**config.mk**
```make
export PLATFORM = sky130hd
export DESIGN_NAME = countdown_timer
export DESIGN_NICKNAME = d
export VERILOG_FILES = /design/src/rtl/timer_pkg.sv /design/src/rtl/tick_divider.sv /design/src/rtl/countdown_timer.sv
export SDC_FILE = /design/constraint.sdc
export NUM_CORES = 1
export LEC_CHECK = 0
export ABC_CLOCK_PERIOD_IN_PS = 5500
export CORE_ASPECT_RATIO = 0.5
export CORE_MARGIN = 10
export CORE_UTILIZATION = 48
export CTS_CLUSTER_SIZE = 20
export DETAILED_ROUTE_END_ITERATION = 7
export HOLD_SLACK_MARGIN = 0.1
export PLACE_DENSITY_LB_ADDON = 0.15
export SYNTH_ARGS = -nofsm -noshare
export SYNTH_HDL_FRONTEND = slang
export SYNTH_SLANG_ARGS = --single-unit
```
**constraint.sdc**
```tcl
create_clock -name clock -period 5.5 [get_ports clock]
set_input_delay 1.1 -clock clock [delete_from_list [all_inputs] [get_ports clock]]
set_output_delay 1.1 -clock clock [all_outputs]
set_load 0.02 [all_outputs]
```
**src/rtl/timer_pkg.sv**
```systemverilog
// Shared time-field widths, limits, state encoding and field arithmetic for the
// countdown timer and the stopwatch that drive the same seven-segment path.
package timer_pkg;

    localparam int HMS_W  = 7;
    localparam int CSEC_W = 8;

    localparam logic [HMS_W-1:0]  HOUR_MAX = 7'd23;
    localparam logic [HMS_W-1:0]  MIN_MAX  = 7'd59;
    localparam logic [HMS_W-1:0]  SEC_MAX  = 7'd59;
    localparam logic [CSEC_W-1:0] CSEC_MAX = 8'd99;

    typedef enum logic [1:0] {IDLE, RUN, PAUSE, EXPIRED} state_t;

    typedef struct packed {
        logic [HMS_W-1:0]  hour;
        logic [HMS_W-1:0]  minute;
        logic [HMS_W-1:0]  second;
        logic [CSEC_W-1:0] csec;
    } hms_t;

    localparam hms_t LAST_CSEC = '{hour: 7'd0, minute: 7'd0, second: 7'd0, csec: 8'd1};

    function automatic hms_t clamp_time(input hms_t t);
        hms_t c;
        c.hour   = (t.hour   > HOUR_MAX) ? HOUR_MAX : t.hour;
        c.minute = (t.minute > MIN_MAX)  ? MIN_MAX  : t.minute;
        c.second = (t.second > SEC_MAX)  ? SEC_MAX  : t.second;
        c.csec   = (t.csec   > CSEC_MAX) ? CSEC_MAX : t.csec;
        return c;
    endfunction

    // Ripple-borrow decrement; the all-zero value is never passed in.
    function automatic hms_t decrement(input hms_t t);
        hms_t d;
        d = t;
        if (t.csec != '0) begin
            d.csec = t.csec - CSEC_W'(1);
        end else begin
            d.csec = CSEC_MAX;
            if (t.second != '0) begin
                d.second = t.second - HMS_W'(1);
            end else begin
                d.second = SEC_MAX;
                if (t.minute != '0) begin
                    d.minute = t.minute - HMS_W'(1);
                end else begin
                    d.minute = MIN_MAX;
                    d.hour   = t.hour - HMS_W'(1);
                end
            end
        end
        return d;
    endfunction

endpackage

```
**src/rtl/tick_divider.sv**
```systemverilog
// Clock-enable generator: one-clock tick every CLK_HZ/TICK_HZ enabled clocks.
// The count holds while disabled, so tick phase survives a pause.
module tick_divider #(
    parameter int CLK_HZ  = 50_000_000,
    parameter int TICK_HZ = 100
) (
    input  logic clock,
    input  logic reset,
    input  logic enable,
    input  logic clear,
    output logic tick
);

    localparam int DIV   = CLK_HZ / TICK_HZ;
    localparam int CNT_W = (DIV > 2) ? $clog2(DIV) : 1;
    localparam logic [CNT_W-1:0] LAST = CNT_W'(DIV - 1);

    logic [CNT_W-1:0] count;

    // NOTE: sequential state uses non-blocking (<=) so every flop samples pre-edge values.
    always_ff @(posedge clock or posedge reset) begin
        if (reset) begin
            count <= '0;
        end else if (clear) begin
            count <= '0;
        end else if (enable) begin
            count <= (count == LAST) ? '0 : count + CNT_W'(1);
        end
    end

    assign tick = enable && (count == LAST);

endmodule

```
**src/rtl/countdown_timer.sv**
```systemverilog
// HH:MM:SS.cc preset countdown: decrements at TICK_HZ while running, stops at
// zero with a held expired flag and a single-clock alarm pulse.
module countdown_timer
    import timer_pkg::*;
#(
    parameter int CLK_HZ  = 50_000_000,
    parameter int TICK_HZ = 100
) (
    input  logic              clock,
    input  logic              reset,
    input  logic              load,
    input  logic              run,
    input  logic [HMS_W-1:0]  set_hour,
    input  logic [HMS_W-1:0]  set_minute,
    input  logic [HMS_W-1:0]  set_second,
    input  logic [CSEC_W-1:0] set_csec,
    output logic [HMS_W-1:0]  hour,
    output logic [HMS_W-1:0]  minute,
    output logic [HMS_W-1:0]  second,
    output logic [CSEC_W-1:0] c_sec,
    output logic              running,
    output logic              expired,
    output logic              alarm
);

    state_t state, state_next;
    hms_t   value, value_next;
    logic   alarm_next;
    logic   count_enable;
    logic   tick;

    assign count_enable = (state == RUN);

    tick_divider #(
        .CLK_HZ (CLK_HZ),
        .TICK_HZ(TICK_HZ)
    ) u_tick_divider (
        .clock (clock),
        .reset (reset),
        .enable(count_enable),
        .clear (load),
        .tick  (tick)
    );

    // NOTE: every output of this block gets a default first, so no path infers a latch.
    always_comb begin
        state_next = state;
        value_next = value;
        alarm_next = 1'b0;
        if (load) begin
            // Load wins over a coincident tick, which is simply dropped.
            value_next = clamp_time('{hour: set_hour, minute: set_minute,
                                      second: set_second, csec: set_csec});
            state_next = IDLE;
        end else begin
            unique case (state)
                IDLE: begin
                    if (run && (value != '0)) state_next = RUN;
                end
                RUN: begin
                    if (tick && (value == LAST_CSEC)) begin
                        value_next = '0;
                        alarm_next = 1'b1;
                        state_next = EXPIRED;
                    end else begin
                        if (tick) value_next = decrement(value);
                        if (!run) state_next = PAUSE;
                    end
                end
                PAUSE: begin
                    if (run) state_next = RUN;
                end
                EXPIRED: begin
                    state_next = EXPIRED;
                end
                default: state_next = IDLE;
            endcase
        end
    end

    always_ff @(posedge clock or posedge reset) begin
        if (reset) begin
            state <= IDLE;
            value <= '0;
            alarm <= 1'b0;
        end else begin
            state <= state_next;
            value <= value_next;
            alarm <= alarm_next;
        end
    end

    assign hour    = value.hour;
    assign minute  = value.minute;
    assign second  = value.second;
    assign c_sec   = value.csec;
    assign running = (state == RUN);
    assign expired = (state == EXPIRED);

endmodule

```
Yosys cells after proc, flatten, opt, wreduce, memory -nomap -nowiden
Index checks and enable logic that the tools add are counted.
{"block": "totals", "out_inout_bits": 32, "wordCells": 68, "register_bits": 51, "in_bits": 33}
{"block": "classes", "n_lt_le_gt_ge": 4, "add_sub_neg": 5, "mux": 26, "reduce_logical": 15, "eq_ne": 11}
{"operator": "$mux 29", "count": 4}
{"operator": "$mux 19", "count": 3}
{"operator": "$mux 7", "count": 6}
{"operator": "$eq 29x1->1 const B", "count": 1}
{"operator": "$reduce_bool 29->1", "count": 1}
{"operator": "$mux 21", "count": 1}
{"operator": "$sub 7x1->7 const B", "count": 3}
{"operator": "$add 19x1->19 const B", "count": 1}
{"operator": "$eq 19x19->1 const B", "count": 1}
{"operator": "$mux 8", "count": 2}
{"operator": "$ne 3x3->1 const B", "count": 5}
{"operator": "$gt 7x6->1 const B", "count": 2}
{"operator": "$mux 14", "count": 1}
{"operator": "$reduce_bool 7->1", "count": 2}
{"operator": "$mux 2", "count": 5}
{"operator": "$gt 8x7->1 const B", "count": 1}
{"operator": "$pmux 2 s4", "count": 1}
{"operator": "$reduce_bool 8->1", "count": 1}
{"operator": "$sub 8x1->8 const B", "count": 1}
{"operator": "$gt 7x5->1 const B", "count": 1}
{"operator": "$reduce_and 3->1", "count": 2}
{"operator": "$reduce_and 5->1", "count": 1}
{"operator": "$eq 2x2->1 const B", "count": 2}
{"operator": "$ne 4x4->1 const B", "count": 1}
{"operator": "other kinds (8)", "count": 12}

Longest topological paths before layout
{"block": "logic_depth", "ltp_word": 8, "depth_mapped": 9, "mapped_depth_nobuf": 8}

Modules after synthesis
A second synthesis with hierarchy kept.
{"block": "unflattened", "cells_unflattened": 363, "area_unflattened_um2": 3215.6}
{"mod": "countdown_timer", "instances": 1, "seq_area_each_um2": 800.8, "area_per_inst_um2": 2194.6, "cells_per_inst": 255}
{"mod": "tick_divider", "instances": 1, "seq_area_each_um2": 475.5, "area_per_inst_um2": 1021.0, "cells_per_inst": 108}

Least setup slack after synthesis
Ideal clock, no wire load.
{"block": "synth_timing", "kind": "reg-to-reg", "from": "register value (netlist bit hour[0])", "to": "register value (netlist bit hour[3])", "path_buffers": 1, "setup_slack_ns": 3.204, "arrival_ns": 2.170, "period_less_slack_ns": 2.296, "required_ns": 5.374, "path_stages_with_launch": 9, "setup_time_ns": 0.126, "path_cell_list": "dfrtp_1 inv_1 ha_1 nor4b_1 nand4_1 nor4_4 buf_2 o31ai_1 a221o_1"}
{"block": "synth_between", "elab_chain_len": 8, "word_cells_on_any_way": 15, "classes_between": "add/sub: 1; eq/ne: 4; mux: 7; reduce/logical: 3"}
{"element": "start: declaration", "line_no": "countdown_timer.sv:27", "rtl": "hms_t value, value_next;"}
{"element": "start signal: assignment", "line_no": "countdown_timer.sv:88", "rtl": "value <= value_next;"}
{"element": "$sub 7x1->7", "line_no": "timer_pkg.sv:49", "rtl": "d.hour = t.hour - HMS_W'(1);"}
{"element": "$mux 7", "line_no": "timer_pkg.sv:45", "rtl": "if (t.minute != '0) begin"}
{"element": "$mux 14", "line_no": "timer_pkg.sv:41", "rtl": "if (t.second != '0) begin"}
{"element": "$mux 21", "line_no": "timer_pkg.sv:37", "rtl": "if (t.csec != '0) begin"}
{"element": "$mux 29", "line_no": "countdown_timer.sv:66", "rtl": "if (tick) value_next = decrement(value);"}
{"element": "$mux 29", "line_no": "countdown_timer.sv:61", "rtl": "if (tick && (value == LAST_CSEC)) begin"}
{"element": "$mux 29", "line_no": "countdown_timer.sv:56", "rtl": "unique case (state)"}
{"element": "$mux 29", "line_no": "countdown_timer.sv:50", "rtl": "if (load) begin"}
Several ways; a longest one is shown, not always the timed one. The select of a mux whose other input is x is not followed.
A chain may end at the register's enable or synchronous reset.

Worst setup path in the final report
{"block": "layout_timing", "from": "input load", "to": "register u_tick_divider.count[10]"}
{"block": "layout_between", "elab_chain_len": 1, "word_cells_on_any_way": 2, "classes_between": "mux: 1; reduce/logical: 1"}
{"element": "start: declaration", "line_no": "countdown_timer.sv:11", "rtl": "input logic load,"}
{"element": "$mux 19 / $reduce_bool 2->1 (equally long branches)"}
{"element": "end signal: assignment", "line_no": "tick_divider.sv:27", "rtl": "count <= (count == LAST) ? '0 : count + CNT_W'(1);"}
{"element": "end: declaration", "line_no": "tick_divider.sv:18", "rtl": "logic [CNT_W-1:0] count;"}
Several ways; a longest one is shown, not always the timed one.

==> impl_metrics.csv <==
group,metric,value,unit
status,outcome,"complete, no violations",
power_and_ir_drop,vdd_drop_max,107.1,uV
sta,fin_crit,3.185,ns
synth,syn_area,0.003187,mm2
place,gp_congestion,0.8541,
layout,drive_above_1_share,4.128,%
power_and_ir_drop,seq_power_share,45.1,%
critical_path,cp_max_fo,34,
critical_path,required,5.71,ns
global_routing,antenna_found_initial,0,
sta,finalSetupTns,0,ns
power_and_ir_drop,power-per-cell-area,241.0,mW/mm2
sta,drv_slew,0,
synth,yosysMostFrequentCell,"dfrtp_1",
synth,ys_types,56,
power_and_ir_drop,p_leak,1.654,nW
global_routing,grt_first_pass_wirelength,14840,um
die,std_cell_rows,20,
place,place_hpwl,6706,um
routing,route.vias.total,3184,
sta,period_share,57.91,%
global_routing,grt_overflow_total,0,
die,initial_core_util,50.94,%
cts,cts_tree,"yes",
die,core-area,0.006256,mm2
cts,ctsResizeCount,0,
sta,hold_viol_final,0,
sta,tightest_slew,1.058,ns
synth,synth_seq_area_share,40.05,%
layout,multi_input_area,0.001774,mm2
layout,num-fill-cells,525,
routing,post-route-drc-count,0,
routing,antenna_left,0,
cts,cts-htree-levels,2,
routing,vias_per_cell,6.076,
cts,cts_made_buffers,5,
sta,fin_skew,0.007400,ns
layout,fin_nets,478,
critical_path,crit_arrival,3.40,ns
synth,yosys-top-cells-area,"dfrtp_1, nor2_1, o21ai_0",
cts,worstSkewPairLatency,0.29,ns
sta,max_freq,314.0,MHz
die,design.portCount,65,
cts,cts_setup_buffers,0,
die,die_area,0.01050,mm2
layout,diodes,0,
die,die_x,135.2,um
cts,clock-root-buffer,"clkbuf_16",
synth,synth_top_area_share,40.05,%
power_and_ir_drop,power_frac_comb,22.2,%
die,die_h,77.62,um
layout,final_core_util,64.80,%
synth,ys_seq_elements,51,
synth,synthTopCellsByCount,"dfrtp_1, nor2_1, nand2_1, o21ai_0, nand3_1",
routing,first_pass_iters,5,
layout,regArea,0.001276,mm2
place,place_ws,2.068,ns
job,drv_cap,0,
power_and_ir_drop,p_switching,293.9,uW
routing,wirelength,9071,um
synth,syn_area_per_cell,8.544,um2
sta,max_slew_margin,29.35,%
sta,setup_viol,0,
layout,area_growth,27.21,%
synth,synth_cells,373,
cts,cts_buffer_depth,2,
sta,finalWorstSetupSlack,2.315,ns
power_and_ir_drop,total_power,976.9,uW
critical_path,crit_path_start_kind,"primary input",
power_and_ir_drop,intPower,683.1,uW
power_and_ir_drop,clock_power_share,32.7,%
synth,synth_flop_cell,"dfrtp_1",
routing,wl_per_cell,17.31,um
synth,post-synth-top-area-cell,"dfrtp_1",
cts,clk_pin_slew,0.07,ns
place,io_buffers,64,
synth,synth_nets,416,
global_routing,grtUsageTotal,16.86,%
cts,cts_num_sinks,51,
sta,timing.hold.ws,0.5537,ns
sta,rsz0062_at_grt,"false",
global_routing,grt_max_degree,52,
power_and_ir_drop,swShare,30.08,%
critical_path,end_kind,"flop",
routing,drt_iter0_drc,287,
critical_path,path_class,"primary input to flop",
synth,yosys_warnings,0,
cts,holdBufCountCts,0,
global_routing,grt_pass1_vias,2978,
synth,async_flop_share,100.0,%
min_path,hp-class,"flop to flop",
synth,synth_edf_count,0,
## routing by layer
layer	track usage (%)	wire, um
met1	22.23	3888
met2	27.74	4321
met3	3.856	744
met4	3.312	115
met5	0	0
## registers in the layout (all words and copies together) (netlist names)
| register | count |
|---|---|
| c_sec | 8 |
| hour | 7 |
| state | 2 |
| u_tick_divider.count | 19 |
| minute | 7 |
| second | 7 |
| alarm | 1 |
## cells by family (layout without fill, tap and decap cells)
kind of cell | after synthesis | in the layout | synth area share, %
fa+ha+maj | 10 | 10 | 3.926
buf+inv | 33 | 96 | 4.280
compound gates | 96 | 96 | 19.71
mux | 1 | 1 | 0.3141
flops | 51 | 51 | 40.05
simple gates | 167 | 167 | 27.60
xor+xnor | 15 | 15 | 4.123
## critical path, cell delays in order
cell and delay (ns):
clkdlybuf4s50_1 0.46, buf_4 0.33, inv_1 0.10, buf_4 0.22, a211oi_1 0.47, nand2b_1 0.21
or3_1 0.34, a21oi_1 0.16
## layout make-up
type	instances	share of cell area [%]
multi-input cells	289	43.77
flip-flops and latches	51	31.48
repair buffers	67	16.36
clock buffers	7	3.519
well taps	88	2.716
inverters	21	1.944
clock inverters	1	0.2160
## worst paths after layout
check	start	end	slack [ns]	depth (start not counted)
setup / recovery	load	u_tick_divider.count[10]	2.32	8
hold / removal	u_tick_divider.count[18]	u_tick_divider.count[18]	0.55	2
setup reg to reg	hour[0]	second[6]	2.33	8
hold reg to reg	u_tick_divider.count[18]	u_tick_divider.count[18]	0.55	2
max in group asynchronous	reset	minute[4]	3.46	2
min in group asynchronous	reset	c_sec[3]	1.38	2
## layout by cell type, fill, tap and decap left out, drive strengths merged, types with 4 or more instances in the layout
| cell type | count |
|---|---|
| a21o | 4 |
| clkdlybuf4s50 | 64 |
| a31oi | 12 |
| nor3 | 12 |
| nand3 | 23 |
| inv | 20 |
| nor2 | 48 |
| ha | 10 |
| nand2b | 6 |
| nand4 | 9 |
| o21ai | 27 |
| a21oi | 20 |
| dfrtp | 51 |
| clkbuf | 7 |
| nor4 | 7 |
| nand2 | 28 |
| xor2 | 12 |
| or3 | 13 |
| and3 | 5 |
| o31ai | 4 |
## power groups by stage
stage               clock (mW)  sequential [mW]  combinational (mW)
floorplan                    0            0.468              0.0845
finish                   0.320            0.441               0.217
detailed placement           0            0.446               0.217
global placement             0            0.445               0.211
CTS                      0.324            0.439               0.218
global route             0.341            0.445               0.235
## through the flow
stage,instances,area [um2]
floorplan,373,3187
global placement,516,3902
detailed placement,516,3902
CTS,524,4054
global route,524,4054
finish,524,4054
No activity file was read; power rests on OpenSTA's default activity.
